<file path="src/rtl/quadratic_solver_arbiter.sv">
// Round-robin arbiter sharing one quadratic-root solver between two requesters.
// The winner's coefficients are latched on grant, the solver is started and
// watched with a timeout, and its result is routed back to the winning port.
//
// state | meaning
// IDLE  | sample requests, pick a winner, latch its coefficients
// ISSUE | grant and solver start pulse, timer cleared
// WAIT  | wait for solver done or timeout
// RESP  | done pulse to the owner, results already on its port
module quadratic_solver_arbiter #(
    parameter int TIMEOUT_CYCLES = 64
) (
    input  logic              i_clk,
    input  logic              i_rst_n,
    input  logic              i_req0,
    input  logic              i_req1,
    input  logic signed [3:0] i_a0,
    input  logic signed [3:0] i_b0,
    input  logic signed [3:0] i_c0,
    input  logic signed [3:0] i_a1,
    input  logic signed [3:0] i_b1,
    input  logic signed [3:0] i_c1,
    output logic              o_gnt0,
    output logic              o_gnt1,
    output logic              o_done0,
    output logic              o_done1,
    output logic [1:0]        o_status0,
    output logic [1:0]        o_status1,
    output logic signed [3:0] o_x1_0,
    output logic signed [3:0] o_x2_0,
    output logic signed [3:0] o_x1_1,
    output logic signed [3:0] o_x2_1,
    output logic              o_err0,
    output logic              o_err1,
    output logic              o_busy,
    output logic              o_slv_start,
    output logic signed [3:0] o_slv_a,
    output logic signed [3:0] o_slv_b,
    output logic signed [3:0] o_slv_c,
    input  logic              i_slv_done,
    input  logic [1:0]        i_slv_status,
    input  logic signed [3:0] i_slv_x1,
    input  logic signed [3:0] i_slv_x2
);

    typedef enum logic [1:0] {IDLE, ISSUE, WAIT, RESP} state_t;

    state_t     state;
    state_t     state_nxt;
    logic       owner;
    logic       last;
    logic [7:0] timer;
    logic       win;
    logic       win_owner;
    logic       timeout_hit;

    // Timer value TIMEOUT_CYCLES-1 is reached in the last cycle allowed in WAIT.
    assign timeout_hit = (timer == 8'(TIMEOUT_CYCLES - 1));

    // State register.
    always_ff @(posedge i_clk) begin
        if (!i_rst_n) state <= IDLE;
        else          state <= state_nxt;
    end

    // Next state and round-robin winner; on a tie the port that was not served last wins.
    always_comb begin
        state_nxt = state;
        win       = 1'b0;
        win_owner = 1'b0;
        case (state)
            IDLE: begin
                if (i_req0 || i_req1) begin
                    win       = 1'b1;
                    win_owner = !(i_req0 && (!i_req1 || last));
                    state_nxt = ISSUE;
                end
            end
            ISSUE:   state_nxt = WAIT;
            WAIT:    if (i_slv_done || timeout_hit) state_nxt = RESP;
            RESP:    state_nxt = IDLE;
            default: state_nxt = IDLE;
        endcase
    end

    // Registered outputs, coefficient latch, timer and result capture; done beats timeout.
    always_ff @(posedge i_clk) begin
        if (!i_rst_n) begin
            owner       <= 1'b0;
            last        <= 1'b1;
            timer       <= '0;
            o_gnt0      <= 1'b0;
            o_gnt1      <= 1'b0;
            o_done0     <= 1'b0;
            o_done1     <= 1'b0;
            o_status0   <= '0;
            o_status1   <= '0;
            o_x1_0      <= '0;
            o_x2_0      <= '0;
            o_x1_1      <= '0;
            o_x2_1      <= '0;
            o_err0      <= 1'b0;
            o_err1      <= 1'b0;
            o_busy      <= 1'b0;
            o_slv_start <= 1'b0;
            o_slv_a     <= '0;
            o_slv_b     <= '0;
            o_slv_c     <= '0;
        end else begin
            o_gnt0      <= win && !win_owner;
            o_gnt1      <= win && win_owner;
            o_slv_start <= win;
            o_done0     <= (state == WAIT) && (state_nxt == RESP) && !owner;
            o_done1     <= (state == WAIT) && (state_nxt == RESP) && owner;
            o_busy      <= (state_nxt != IDLE);
            case (state)
                IDLE: begin
                    if (win) begin
                        owner   <= win_owner;
                        o_slv_a <= win_owner ? i_a1 : i_a0;
                        o_slv_b <= win_owner ? i_b1 : i_b0;
                        o_slv_c <= win_owner ? i_c1 : i_c0;
                    end
                end
                ISSUE: timer <= '0;
                WAIT: begin
                    timer <= timer + 8'd1;
                    if (i_slv_done) begin
                        if (!owner) begin
                            o_status0 <= i_slv_status;
                            o_x1_0    <= i_slv_x1;
                            o_x2_0    <= i_slv_x2;
                            o_err0    <= 1'b0;
                        end else begin
                            o_status1 <= i_slv_status;
                            o_x1_1    <= i_slv_x1;
                            o_x2_1    <= i_slv_x2;
                            o_err1    <= 1'b0;
                        end
                    end else if (timeout_hit) begin
                        if (!owner) begin
                            o_status0 <= 2'b00;
                            o_x1_0    <= '0;
                            o_x2_0    <= '0;
                            o_err0    <= 1'b1;
                        end else begin
                            o_status1 <= 2'b00;
                            o_x1_1    <= '0;
                            o_x2_1    <= '0;
                            o_err1    <= 1'b1;
                        end
                    end
                end
                RESP:    last <= owner;
                default: ;
            endcase
        end
    end

endmodule

</file>
<file path="config.mk">
export PLATFORM = sky130hd
export DESIGN_NAME = quadratic_solver_arbiter
export DESIGN_NICKNAME = d
export VERILOG_FILES = /design/src/rtl/quadratic_solver_arbiter.sv
export SDC_FILE = /design/constraint.sdc
export NUM_CORES = 1
export LEC_CHECK = 0
export CORE_ASPECT_RATIO = 1.4
export CORE_UTILIZATION = 40
export CTS_CLUSTER_SIZE = 30
export DETAILED_ROUTE_END_ITERATION = 6
export GPL_ROUTABILITY_DRIVEN = 0
export MAX_ROUTING_LAYER = met4
export PLACE_DENSITY_LB_ADDON = 0.25
export SYNTH_ARGS = -nofsm -noshare
export SYNTH_HDL_FRONTEND = slang
export SYNTH_SLANG_ARGS = --single-unit
</file>
<file path="constraint.sdc">
create_clock -name i_clk -period 1.6 [get_ports i_clk]
set_clock_uncertainty 0.05 [all_clocks]
set_input_delay 0.16 -clock i_clk [delete_from_list [all_inputs] [get_ports i_clk]]
set_output_delay 0.16 -clock i_clk [all_outputs]
set_load 0.02 [all_outputs]
</file>
=== Yosys cells after proc, flatten, opt, wreduce, memory -nomap -nowiden ===
Index checks and enable logic that the tools add are counted.

* Equality and inequality tests: 5
* Muxes and demuxes: 39
* Bitwise operators: 1
* Reduce and logical (&&, ||, !) cells: 20
* Add/subtract/negate cells: 1

{| class="wikitable"
|+ Operator list
! operator !! count
|-
| $mux W4 || 15
|-
| $mux W2 || 10
|-
| $pmux W8 S2 || 1
|-
| $mux W1 || 12
|-
| $add A8 B1 Y8 const B || 1
|-
| $eq A8 B6 Y1 const B || 1
|-
| $pmux W2 S4 || 1
|-
| $eq A2 B2 Y1 const B || 3
|-
| $logic_and A1 B1 Y1 || 6
|-
| $reduce_and A3 Y1 || 2
|-
| $reduce_bool A2 Y1 || 3
|-
| $logic_not A1 Y1 || 4
|-
| $logic_or A1 B1 Y1 || 3
|-
| $eq A2 B1 Y1 const B || 1
|-
| $logic_not A2 Y1 || 1
|-
| $reduce_and A2 Y1 || 1
|-
| $not A1 Y1 || 1
|}

* Input port bits: 39
* Word-level logic and storage cells: 87
* Output and inout bits: 40
* Register bits after elaboration: 52

=== Logic depth before layout (Yosys ltp) ===
* Depth in word-level cells: 8
* Gate-level depth with buffers: 7
* Gate-level depth less buffers: 5

=== Worst setup path after synthesis ===
No wires, ideal clock.

* Path type: flip-flop to flip-flop
* Start point: register state[0]
* End point: register timer[5]
* Buffers on the path: 1
* Data required time: 1.477 ns
* Arrival time: 1.532 ns
* Path slack: -0.054 ns
* Cell stages (with the launch flop): 7
* Path through: dfxtp_1 inv_1 ha_1 buf_2 nand4_1 or3_1 a21oi_1

* Word-level cells in the longest chain between the ends: 2
* Elaborated cells on any way between the ends: 4
* Those cells by class: 2 x eq/ne; 1 x mux; 1 x reduce/logical

{| class="wikitable"
|+ Ends and longest elaborated chain
! item !! RTL line !! text
|-
| start: declaration || 48 || <nowiki>state_t state;</nowiki>
|-
| start signal: assignment || 63 || <nowiki>else state <= state_nxt;</nowiki>
|-
| $eq A2 B2 Y1 / $eq A2 B1 Y1 (equally long branches) || 116 || <nowiki>case (state)</nowiki>
|-
| $pmux W8 S2 / $reduce_bool A2 Y1 (equally long branches) || - ||
|-
| end signal: assignment || 127 || <nowiki>timer <= timer + 8'd1;</nowiki>
|-
| end: declaration || 52 || <nowiki>logic [7:0] timer;</nowiki>
|}

Parallel ways exist; a longest one is shown, timed or not.
A chain may end at the register's enable or synchronous reset.

=== Worst setup path after layout ===
* Start point: register timer[1]
* End point: register state[0]

* Word-level cells in the longest chain between the ends: 4

{| class="wikitable"
|+ Ends and longest elaborated chain
! item !! RTL line !! text
|-
| $eq A8 B6 Y1 || 58 || <nowiki>assign timeout_hit = (timer == 8'(TIMEOUT_CYCLES - 1));</nowiki>
|-
| $logic_or A1 B1 Y1 || 80 || <nowiki>WAIT: if (i_slv_done || timeout_hit) state_nxt = RESP;</nowiki>
|-
| $mux W2 || 80 ||
|-
| $pmux W2 S4 || 71 || <nowiki>case (state)</nowiki>
|}

No other way between the ends.

==> results by group <==
Yosys
  – Total number of yosys warnings: 0
  – Count leader, synth: dfxtp_1
  – Synth area leaders: dfxtp_1, a31oi_1, a311oi_2, o21ai_0, a311oi_1
  – Post-synth ARST share: 0%
  – Seq/Total Area, Yosys: 45.8%
  – Ys flop type: dfxtp_1
  – Mapped Cells: 244
  – Synthesis-stage register bit count: 52
  – Synth top cells by count: dfxtp_1, a31oi_1, o21ai_0, nand2_1, nand3_1
  – Synthesized area: 2270 sq um
  – Top-area cell type share of the netlist area: 45.8%
  – Mean Syn Cell Area: 9.31 sq um
  – Cell taking the most area after synthesis: dfxtp_1
  – Syn_nets: 288
  – Count of cell types in the netlist: 34
  – Post-synth EDFFs: 0

Timing
  – Setup TNS: 0 ns
  – Slew Limit Fails: 0
  – Slew @ Worst Pin: 0.441 ns
  – Final min period: 1.53 ns
  – Period utilisation layout: 95.7%
  – Final hold violations: 0
  – Hold Slack: 0.369 ns
  – RSZ-0062 raised after global routing: no
  – FMAX: 0.653 GHz
  – Relative slew slack: 70.5%
  – Endpoints failing setup: 0

Worst setup path
  – Data arrival, critical path: 1.66 ns
  – Worst setup EP type: flop
  – Worst-path maximum fanout: 5
  – Data required, critical path: 1.73 ns
  – Crit path kind: reg2reg
  – Startpoint type of the worst setup path: flop

Outcome
  – Status: complete, no violations

Run
  – Max cap viols: 0

Clocking
  – H-tree depth: 2
  – Postcts setup bufs: 0
  – CTS max path bufs: 2
  – Worst-path clk slew: 0.10 ns
  – CTS tree: yes
  – CTS Hold Bufs: 0
  – Clk sink count: 52
  – Total CTS buffers: 5
  – Clk Latency, worst-skew pair: 0.30 ns
  – Clock root buffer: clkbuf_8

Finish
  – Final net count: 375
  – Antenna Diode Count: 0
  – Share of cells above drive strength 1: 15.1%
  – Area Overhead vs Synth: 51.0%

Global routing
  – Largest net degree at the start of global routing: 24
  – Vias in the first global route: 2162
  – First-pass GRT wire length: 9400 microns
  – Gr usage total: 20.2%
  – Initial antenna violation count: 0
  – GRT overflow: 0

Floorplanning
  – Core outline area: 5490 sq um
  – Io pins: 79
  – Die Wd: 65.7 microns
  – DIE AREA: 5990 sq um
  – Core Rows: 32
  – Initial cell density of the core: 41.4%
  – Die H: 91.2 microns

Place
  – Port bufs: 78
  – Post-detail-place hpwl: 4110 microns

Power and ir drop
  – Leak: 1.18 nW
  – Power per cell area: 1360 nW/um^2
  – Max VDD drop: 885 uV

Drt
  – DR iter-0 viols: 131
  – Vias per std cell: 5.54
  – Drt pass-1 iters: 4
  – Drt wl/cell: 14.1 microns
  – Post-route ant nets: 0
  – Via count: 2215
  – WL final: 5630 microns
  – DRC Markers: 0

Worst hold path
  – Worst Hold Class: in2reg
[repair_timing]
action	in CTS	in global routing
gates resized for setup	1	4
pin swaps	0	4
endpoints found under the setup margin	2	19
[cells by family (layout without fill, tap and decap cells)]
group	Yosys count	after routing	share of synthesized area, %
AND/OR/NAND/NOR	57	57	12.8
AO/OA/AOI/OAI	98	98	31.3
adder cells (fa/ha/maj)	5	5	2.75
XOR/XNOR	3	3	1.16
flip-flops	52	52	45.8
multiplexers	1	1	0.441
buffers and inverters	28	116	5.73
[worst paths after layout]
| check | startpoint | end | slack [ns] | cells past startpoint |
|---|---|---|---|---|
| setup / recovery | timer[1]$_SDFFE_PN0P_ | state[0]$_SDFF_PN0_ | 0.07 | 4 |
| hold / removal | i_b1[2] | o_slv_b[2]$_SDFFE_PN0P_ | 0.37 | 3 |
| setup reg to reg | timer[1]$_SDFFE_PN0P_ | state[0]$_SDFF_PN0_ | 0.07 | 4 |
| hold reg to reg | timer[7]$_SDFFE_PN0P_ | timer[7]$_SDFFE_PN0P_ | 0.44 | 2 |
[cells in the final DEF, fill, tap and decap left out, types with 2 or more instances in the layout]
cell type / netlist / final
nand4_1: 3 / 3
nor4b_1: 2 / 2
and2_1: 4 / 4
dfxtp_1: 52 / 50
dfxtp_2: 0 / 2
o211ai_1: 3 / 3
clkbuf_8: 0 / 5
a311oi_1: 10 / 9
inv_1: 6 / 5
buf_4: 2 / 21
a32oi_1: 3 / 3
xor2_1: 3 / 3
bufinv_16: 0 / 3
or3_1: 4 / 4
nor2_1: 6 / 6
a211oi_1: 3 / 3
a21oi_1: 10 / 10
a311oi_2: 10 / 11
ha_1: 5 / 3
clkdlybuf4s50_1: 0 / 78
nand3_1: 12 / 12
buf_12: 0 / 3
a31oi_1: 31 / 31
o21ai_0: 24 / 24
nand2_1: 21 / 21
[per-stage QoR]
step                cell area (sq um)  power [mW]  cells  worst slack (ns)  util, %
global route                     3430        4.93    400           0.00147     62.5
global placement                 3250        3.39    392           0.00874     59.2
finish                           3430        4.67    400            0.0694     62.5
detailed placement               3250        3.41    392           -0.0383     59.2
floorplan                        2270        2.62    244           0.00793        -
CTS                              3420        4.69    400            0.0357     62.4
[critical path: stages (launching register included)]
cell and delay, ns:
dfxtp_1 0.34, ha_2 0.19, and4bb_4 0.22, a2111oi_2 0.49, nor3_1 0.12
[cell type report]
cell class | count | area (sq um)
clock buffers | 5 | 68.8
clock inverters | 3 | 90.1
fillers | 479 | 2050
inverters | 6 | 22.5
multi-input cells | 164 | 1120
flip-flops and latches | 52 | 1040
well taps | 68 | 85.1
repair buffers | 102 | 998
[layer usage]
layer	track usage, %	share of wire, %
met5	-	0
met4	5.98	1.3
met3	4.15	5.1
met2	36.0	52
met1	21.9	41
[power by group]
group          total, mW  leakage, nW  internal (mW)  switching (mW)
combinational       1.84        0.682          0.861           0.983
clock               1.22       0.0784          0.782           0.439
sequential          1.60        0.424           1.50           0.100
total               4.67         1.18           3.14            1.52
[sequential cells by signal, indices dropped and copies added (netlist names), 2 cells and up]
| register | flops |
|---|---|
| o_slv_a | 4 |
| state | 2 |
| o_x2_0 | 4 |
| timer | 8 |
| o_status1 | 2 |
| o_x1_1 | 4 |
| o_slv_c | 4 |
| o_status0 | 2 |
| o_x2_1 | 4 |
| o_slv_b | 4 |
| o_x1_0 | 4 |
(Power assumes the default switching activity.)
